$ cat src/rtl/l2_assoc_controller.sv
// Set-associative L2 controller: true-LRU per set, write-back of dirty victims, write-allocate.
// Define L2_WRITE_NO_ALLOC_EN to forward write misses straight to memory without allocating.
module l2_assoc_controller #(
  parameter int ADDR_W = 6,
  parameter int DATA_W = 8,
  parameter int WAYS   = 2,
  parameter int SETS   = 16
) (
  input  logic              clk_i,
  input  logic              reset_i,
  input  logic              req_valid_i,
  output logic              req_ready_o,
  input  logic [ADDR_W-1:0] req_addr_i,
  input  logic              req_rw_i,
  input  logic [DATA_W-1:0] req_data_i,
  output logic              resp_valid_o,
  output logic [DATA_W-1:0] resp_data_o,
  output logic              mem_req_valid_o,
  input  logic              mem_req_ready_i,
  output logic              mem_req_rw_o,
  output logic [ADDR_W-1:0] mem_req_addr_o,
  output logic [DATA_W-1:0] mem_req_data_o,
  input  logic              mem_resp_valid_i,
  input  logic [DATA_W-1:0] mem_resp_data_i
);
  localparam int INDEX_W = $clog2(SETS);
  localparam int TAG_W   = ADDR_W - INDEX_W;
  localparam int AGE_W   = (WAYS > 1) ? $clog2(WAYS) : 1;
  localparam int WAY_W   = AGE_W;
  localparam logic [1:0] ST_I = 2'd0, ST_C = 2'd1, ST_D = 2'd2;

  typedef enum logic [2:0] {IDLE, TAG, WB, FILL_REQ, FILL_WAIT, RESPOND} state_e;
  typedef logic [WAYS-1:0][AGE_W-1:0] ages_t;

  state_e                                  state_q;
  logic [SETS-1:0][WAYS-1:0][1:0]          lst_q;
  logic [SETS-1:0][WAYS-1:0][TAG_W-1:0]    tag_q;
  logic [SETS-1:0][WAYS-1:0][DATA_W-1:0]   data_q;
  ages_t [SETS-1:0]                        age_q;

  logic [ADDR_W-1:0] addr_q;
  logic              rw_q;
  logic [DATA_W-1:0] wdata_q;
  logic [WAY_W-1:0]  victim_q;
  logic              req_ready_q, resp_valid_q, mem_req_valid_q, mem_req_rw_q;
  logic [DATA_W-1:0] resp_data_q, mem_req_data_q;
  logic [ADDR_W-1:0] mem_req_addr_q;

  logic [INDEX_W-1:0] idx;
  logic [TAG_W-1:0]   tg;
  logic               hit;
  logic [WAY_W-1:0]   hit_way, victim_d;

  assign idx = addr_q[INDEX_W-1:0];
  assign tg  = addr_q[ADDR_W-1:INDEX_W];

  // Victim: lowest-index invalid way wins over the LRU (oldest) way.
  always_comb begin
    hit      = 1'b0;
    hit_way  = '0;
    victim_d = '0;
    for (int w = 0; w < WAYS; w++)
      if (lst_q[idx][w] != ST_I && tag_q[idx][w] == tg) begin
        hit     = 1'b1;
        hit_way = WAY_W'(w);
      end
    for (int w = 0; w < WAYS; w++)
      if (age_q[idx][w] == AGE_W'(WAYS-1)) victim_d = WAY_W'(w);
    for (int w = WAYS-1; w >= 0; w--)
      if (lst_q[idx][w] == ST_I) victim_d = WAY_W'(w);
  end

  function automatic ages_t touched(input ages_t ages, input logic [WAY_W-1:0] w);
    touched = ages;
    for (int j = 0; j < WAYS; j++)
      if (ages[j] < ages[w]) touched[j] = ages[j] + AGE_W'(1);
    touched[w] = '0;
  endfunction

  always_ff @(posedge clk_i) begin
    if (reset_i) begin
      state_q         <= IDLE;
      lst_q           <= '0;
      for (int s = 0; s < SETS; s++)
        for (int w = 0; w < WAYS; w++) age_q[s][w] <= AGE_W'(w);
      addr_q          <= '0;
      rw_q            <= 1'b0;
      wdata_q         <= '0;
      victim_q        <= '0;
      req_ready_q     <= 1'b0;
      resp_valid_q    <= 1'b0;
      resp_data_q     <= '0;
      mem_req_valid_q <= 1'b0;
      mem_req_rw_q    <= 1'b0;
      mem_req_addr_q  <= '0;
      mem_req_data_q  <= '0;
    end else begin
      resp_valid_q <= 1'b0;
      case (state_q)
        IDLE: begin
          req_ready_q <= 1'b1;
          if (req_ready_q && req_valid_i) begin
            addr_q      <= req_addr_i;
            rw_q        <= req_rw_i;
            wdata_q     <= req_data_i;
            req_ready_q <= 1'b0;
            state_q     <= TAG;
          end
        end
        TAG: begin
          if (hit) begin
            age_q[idx] <= touched(age_q[idx], hit_way);
            if (!rw_q) begin
              resp_data_q  <= data_q[idx][hit_way];
              resp_valid_q <= 1'b1;
              state_q      <= RESPOND;
            end else begin
              data_q[idx][hit_way] <= wdata_q;
              lst_q[idx][hit_way]  <= ST_D;
              req_ready_q          <= 1'b1;
              state_q              <= IDLE;
            end
          end
`ifdef L2_WRITE_NO_ALLOC_EN
          else if (rw_q) begin
            mem_req_valid_q <= 1'b1;
            mem_req_rw_q    <= 1'b1;
            mem_req_addr_q  <= addr_q;
            mem_req_data_q  <= wdata_q;
            state_q         <= WB;
          end
`endif
          else begin
            victim_q <= victim_d;
            if (lst_q[idx][victim_d] == ST_D) begin
              mem_req_valid_q <= 1'b1;
              mem_req_rw_q    <= 1'b1;
              mem_req_addr_q  <= {tag_q[idx][victim_d], idx};
              mem_req_data_q  <= data_q[idx][victim_d];
              state_q         <= WB;
            end else if (!rw_q) begin
              mem_req_valid_q <= 1'b1;
              mem_req_rw_q    <= 1'b0;
              mem_req_addr_q  <= addr_q;
              state_q         <= FILL_REQ;
            end else begin
              lst_q[idx][victim_d]  <= ST_D;
              tag_q[idx][victim_d]  <= tg;
              data_q[idx][victim_d] <= wdata_q;
              age_q[idx]            <= touched(age_q[idx], victim_d);
              req_ready_q           <= 1'b1;
              state_q               <= IDLE;
            end
          end
        end
        WB: begin
          if (mem_req_ready_i) begin
`ifdef L2_WRITE_NO_ALLOC_EN
            if (rw_q) begin
              mem_req_valid_q <= 1'b0;
              req_ready_q     <= 1'b1;
              state_q         <= IDLE;
            end else begin
`else
            begin
`endif
              lst_q[idx][victim_q] <= ST_I;
              if (!rw_q) begin
                mem_req_rw_q   <= 1'b0;
                mem_req_addr_q <= addr_q;
                state_q        <= FILL_REQ;
              end else begin
                // Later assignment overrides the invalidate above.
                mem_req_valid_q       <= 1'b0;
                lst_q[idx][victim_q]  <= ST_D;
                tag_q[idx][victim_q]  <= tg;
                data_q[idx][victim_q] <= wdata_q;
                age_q[idx]            <= touched(age_q[idx], victim_q);
                req_ready_q           <= 1'b1;
                state_q               <= IDLE;
              end
            end
          end
        end
        FILL_REQ: begin
          if (mem_req_ready_i) begin
            mem_req_valid_q <= 1'b0;
            state_q         <= FILL_WAIT;
          end
        end
        FILL_WAIT: begin
          if (mem_resp_valid_i) begin
            lst_q[idx][victim_q]  <= ST_C;
            tag_q[idx][victim_q]  <= tg;
            data_q[idx][victim_q] <= mem_resp_data_i;
            age_q[idx]            <= touched(age_q[idx], victim_q);
            resp_data_q           <= mem_resp_data_i;
            resp_valid_q          <= 1'b1;
            state_q               <= RESPOND;
          end
        end
        RESPOND: begin
          req_ready_q <= 1'b1;
          state_q     <= IDLE;
        end
        default: state_q <= IDLE;
      endcase
    end
  end

  assign req_ready_o     = req_ready_q;
  assign resp_valid_o    = resp_valid_q;
  assign resp_data_o     = resp_data_q;
  assign mem_req_valid_o = mem_req_valid_q;
  assign mem_req_rw_o    = mem_req_rw_q;
  assign mem_req_addr_o  = mem_req_addr_q;
  assign mem_req_data_o  = mem_req_data_q;
endmodule
$ cat config.mk
export PLATFORM = sky130hd
export DESIGN_NAME = l2_assoc_controller
export DESIGN_NICKNAME = d
export VERILOG_FILES = /design/src/rtl/l2_assoc_controller.sv
export SDC_FILE = /design/constraint.sdc
export NUM_CORES = 1
export LEC_CHECK = 0
export CORE_UTILIZATION = 45
export DETAILED_ROUTE_END_ITERATION = 16
export GPL_ROUTABILITY_DRIVEN = 0
export SYNTH_ARGS = -nofsm -noshare
export SYNTH_HDL_FRONTEND = slang
export SYNTH_SLANG_ARGS = --single-unit
export TNS_END_PERCENT = 10
$ cat constraint.sdc
create_clock -name clk_i -period 7.6 [get_ports clk_i]
set_input_delay 1.52 -clock clk_i [delete_from_list [all_inputs] [get_ports clk_i]]
set_output_delay 1.52 -clock clk_i [all_outputs]
set_load 0.05 [all_outputs]
# After elaboration in Yosys (flattened, before gate mapping)
# Index checks and enable logic that the tools add are counted.
dict set report classes {
  n_addsub 2
  n_lt_le_gt_ge 14
  eq_ne 23
  mux 176
  n_bitwise 23
  n_reduce_logical 29
}
# operator n
set op_table {}
lappend op_table {{$mux 256} 7}
lappend op_table {{$bwmux 256} 4}
lappend op_table {{$mux 64} 13}
lappend op_table {{$pmux 256 s3} 1}
lappend op_table {{$pmux 64 s3} 2}
lappend op_table {{$demux 16 s4} 3}
lappend op_table {{$mux 32} 6}
lappend op_table {{$and 32x32->32} 4}
lappend op_table {{$bwmux 32} 4}
lappend op_table {{$bwmux 64} 2}
lappend op_table {{$not 32->32} 4}
lappend op_table {{$or 32x32->32} 4}
lappend op_table {{$pmux 32 s3} 1}
lappend op_table {{$mux 8} 10}
lappend op_table {{$mux 1} 69}
lappend op_table {{$and 64x64->64} 1}
lappend op_table {{$bmux 16 s4} 1}
lappend op_table {{$mux 16} 4}
lappend op_table {{$not 64->64} 1}
lappend op_table {{$demux 4 s4} 3}
lappend op_table {{$bmux 4 s4} 2}
lappend op_table {{$demux 8 s1} 3}
lappend op_table {{$mux 6} 4}
lappend op_table {{$mux 2} 11}
lappend op_table {{39 further kinds} 103}
dict set report totals {
  regBits 461
  out_inout_bits 26
}

# Longest topological paths before layout
dict set report logic_depth {
  ltp_word 20
  mapped_depth 13
  depth_no_buf 8
}

# Worst setup path after synthesis
# No wires, ideal clock.
dict set report synth_path {
  path_type {reg-to-reg}
  startpoint {register addr_q[0]}
  endpoint {register data_q[0] (netlist bit), enable pin}
  setup_ns 0.375
  arrival_time_ns 3.105
  required_ns 7.225
  slack_ns 4.120
  stages_incl_launch_ff 11
  n_path_buf 3
  period_less_slack_ns 3.480
  path_cell_list {dfxtp_1 buf_2 buf_6 mux4_2 a22o_1 or3_1 o211a_1 nor2_2 clkbuf_1 nand2_1 a21oi_1}
}
dict set report synth_via {
  elab_chain_len 10
  word_cells_on_any_way 26
  cone_classes {6 x eq/ne; 13 x mux; 7 x reduce/logical}
}
# item line_no
set synth_lines {}
lappend synth_lines {{from (decl)} 41} ;# logic [ADDR_W-1:0] addr_q;
lappend synth_lines {{from (signal assigned)} 103} ;# addr_q <= req_addr_i;
lappend synth_lines {{$bmux 2 s4 or $bmux 4 s4 (tied branches)} --}
lappend synth_lines {{$mux 2 (implied by the code) or $mux 4 (tied branches)} --}
lappend synth_lines {{$mux 1 or $logic_not 2->1 (tied branches)} {68, 70}}
lappend synth_lines {{$mux 1 (2 in a row)} 70} ;# if (lst_q[idx][w] == ST_I) victim_d = WAY_W'(w);
lappend synth_lines {{$mux 2 (implied by the code) (2 in a row)} 135} ;# if (lst_q[idx][victim_d] == ST_D) begin
lappend synth_lines {{$eq 2x2->1} 135}
lappend synth_lines {{$ne 3x3->1 (no line)} --}
lappend synth_lines {{$reduce_and 8->1 (no line) (*)} --}
lappend synth_lines {{to (signal, indexed assignment)} 118} ;# data_q[idx][hit_way] <= wdata_q;
lappend synth_lines {{to (signal, indexed assignment)} 149} ;# data_q[idx][victim_d] <= wdata_q;
lappend synth_lines {{to (signal, indexed assignment)} 177} ;# data_q[idx][victim_q] <= wdata_q;
lappend synth_lines {{to (decl)} 38} ;# logic [SETS-1:0][WAYS-1:0][DATA_W-1:0] data_q;
# Every way passes the cells marked *; elsewhere a longest branch is shown, timed or not. The select of a mux whose other input is x is not followed.
# A chain may end at the register's enable or synchronous reset.

# Worst setup path after layout
dict set report layout_path {
  startpoint {register addr_q[0]}
  endpoint {register data_q[217] (netlist bit), enable pin}
}
# The elaborated chain is that of the path after synthesis.

==> reports/qor.yml <==
sta:
  clock_skew_ps: 30.3
  grt_setup_unrepaired: "false"
  timing.hold.ws_ps: 460
  max_slew_margin: 0.137
  setup_viol: 0
  min_period_ps: 5520
  tns_ps: 0
  slew_violations: 0
  hold_viol_final: 0
  fin_crit_sh: 0.726
  worst_slew_pin_slew_ps: 1290
  fmax_ghz: 0.181
power_and_ir_drop:
  powerDensity_nw_per_um2: 279
  p_leak_nw: 8.48
  peakVddDrop_v: 0.000181
setup_path:
  cp_cell_sequence: "buf_4 -> mux4_2 -> a22oi_1 -> nand2_1 -> or3_1 -> o211ai_1 -> buf_4 -> nand2_1 -> nand2_1 -> a21oi_1"
  critical_path_buf_inv_count: 2
  critPathMostFrequentCell: "nand2_1"
  worstSetupStartpointType: "flop"
  crit_type: "reg -> reg"
  reg2reg_slack_ps: 2080
  reg2reg_depth: 10
  crit_end: "data_q[217]"
  slowest_delay_ps: 870
  r2r_start: "addr_q[0]"
  endpoint_kind: "flop"
  path_depth: 10
  cp.required_ps: 7850
  arrival_ps: 5770
  crit_start: "addr_q[0]"
  cp_top_family: "simple AND/OR/NAND/NOR gates"
  reg2reg_to: "data_q[217]"
  cp_max_fo: 41
  cp_slowest_cell: "dfxtp_4"
floorplan:
  core_sq_um: 55200
  die_area_sq_um: 56800
  ioPinCount: 54
  fp.dieW_um: 238
  num_rows: 86
  initial_utilization: 0.456
  die_y_um: 238
finish:
  final_common_cell: "nand2_1"
  area_growth_syn_to_layout_pct: 11.0
  diodes: 0
  final_cell_mix: "nand2_1 (412), edfxtp_1 (320), nor2_1 (253), o221ai_1 (184), a21oi_1 (148)"
  layout-drive-gt1-share: 0.128
  layout.nets: 2377
clock_network:
  cts_setup_buffers: 0
  path_clk_slew_ps: 60
  htreeDepth: 2
  cts_resized: 0
  clk_path_buf_depth: 3
  numCtsBuffers: 51
  cts-hold-fix-buffers: 0
  cts.sinks: 461
  cts_tree: "yes"
  clk-insertion-delay-late_ps: 620
  cts-root-buf: "clkbuf_16"
synth:
  async_flop_share: 0
  seq_area_frac_synth: 0.494
  synth_ff_type: "edfxtp_1"
  syn_avg_cell_area_sq_um: 10.4
  synth_cell_type_count: 65
  synth_top_area_frac: 0.382
  ys_ff_latch: 461
  synthTopCellsByArea: "edfxtp_1 (38%), dfxtp_1 (11%), mux4_2 (10%)"
  syn_area_sq_um: 25100
  synth_area_leader_cell: "edfxtp_1"
  syn_inst: 2415
  synth_nets: 2443
  synth_edf_count: 320
  yosysWarnings: 0
detailed_routing:
  avgViaCountPerCell: 7.07
  drt-initial-drc-count: 3638
  drc: 0
  vias: 22200
  drtPass1Iterations: 6
  wl_um: 97000
  avgRoutedWirePerCell_um: 30.9
  ant_nets: 0
placed_design:
  place_hpwl_um: 63800
  portBuffers: 53
flow_run:
  drv_cap: 0
global_routing:
  gr-usage-all-layers: 0.339
  grt_max_degree: 76
  grt_first_pass_wirelength_um: 142000
  antenna_found_initial: 1
  overflow: 0
  grt_pass1_vias: 20800
min_path:
  hold_class: "reg -> reg"
status:
  status: "finished, final reports clean"
sequential cells by signal, indices dropped and copies added (netlist names), 8 cells and up:
| signal | flops |
|---|---|
| data_q | 256 |
| lst_q | 64 |
| tag_q | 64 |
| age_q | 32 |
| mem_req_data_o | 8 |
| resp_data_o | 8 |
| wdata_q | 8 |
cell type report:
class,instances,area [sq um]
timing repair buffer,104,911
clock buffer,72,1460
inverter,38,143
sequential,461,12400
tap,748,936
clock inverter,23,265
fill,4918,27300
multi-input combinational,1693,11800
worst min-delay path by stage:
stage	from	to	slack, ps	cells after the start
final	mem_req_addr_o[3]	mem_req_addr_o[3]	460	2
after global routing	age_q[22]	age_q[22]	480	2
after CTS	mem_req_addr_o[3]	mem_req_addr_o[3]	460	2
after detailed placement	mem_req_addr_o[0]	mem_req_addr_o[0]	450	2
after global placement	mem_req_addr_o[2]	mem_req_addr_o[2]	440	2
after floorplan	age_q[2]	age_q[2]	440	2
cells in the mapped netlist, drive strengths merged, types with 27 or more instances:
library cell and instances:
clkbuf 172, nor2 255, mux4 116, buf 51, nor3 27, a21oi 150, dfxtp 141, nand3 54
o22ai 73, o221ai 184, edfxtp 320, nand2 418, mux2i 71, a211oi 66, inv 36, o21ai 56
a22oi 60
stage by stage:
step                instances  setup slack [ps]  total power [W]  utilization  cell area (sq um)
CTS                      3139              2140          0.00769        0.506              27900
finish                   3139              2080          0.00779        0.506              27900
global route             3139              1860          0.00797        0.506              27900
detailed placement       3044              2180          0.00513        0.474              26200
global placement         3044              2210          0.00509        0.474              26200
floorplan                2415              4120          0.00436            -              25100
cells by family after synthesis:
| family | after synthesis | synth area share |
|---|---|---|
| xor gates and xnor gates | 3 | 0.00104 |
| buffers and inverters | 261 | 0.0419 |
| and+or+nand+nor | 834 | 0.140 |
| DFF | 461 | 0.494 |
| muxes | 197 | 0.137 |
| AOI/OAI and AO/OA | 659 | 0.186 |
routing by layer:
layer	GRT usage	share of wire
met3	0.0922	0.14
met4	0.170	0.060
met1	0.467	0.37
met5	0	0
met2	0.490	0.42
tightest hold or removal path: stages (launching register included):
cell and delay, ps:
dfxtp_1 310, nand2_1 50, mux2i_1 50
power breakdown:
group          switching [W]  leakage, nW  internal, W  total, W
registers           0.000167         4.10      0.00285   0.00302
clock network        0.00110        0.841      0.00151   0.00261
logic                0.00151         3.54     0.000648   0.00215
Note: power is estimated with default switching activity, not from simulation.
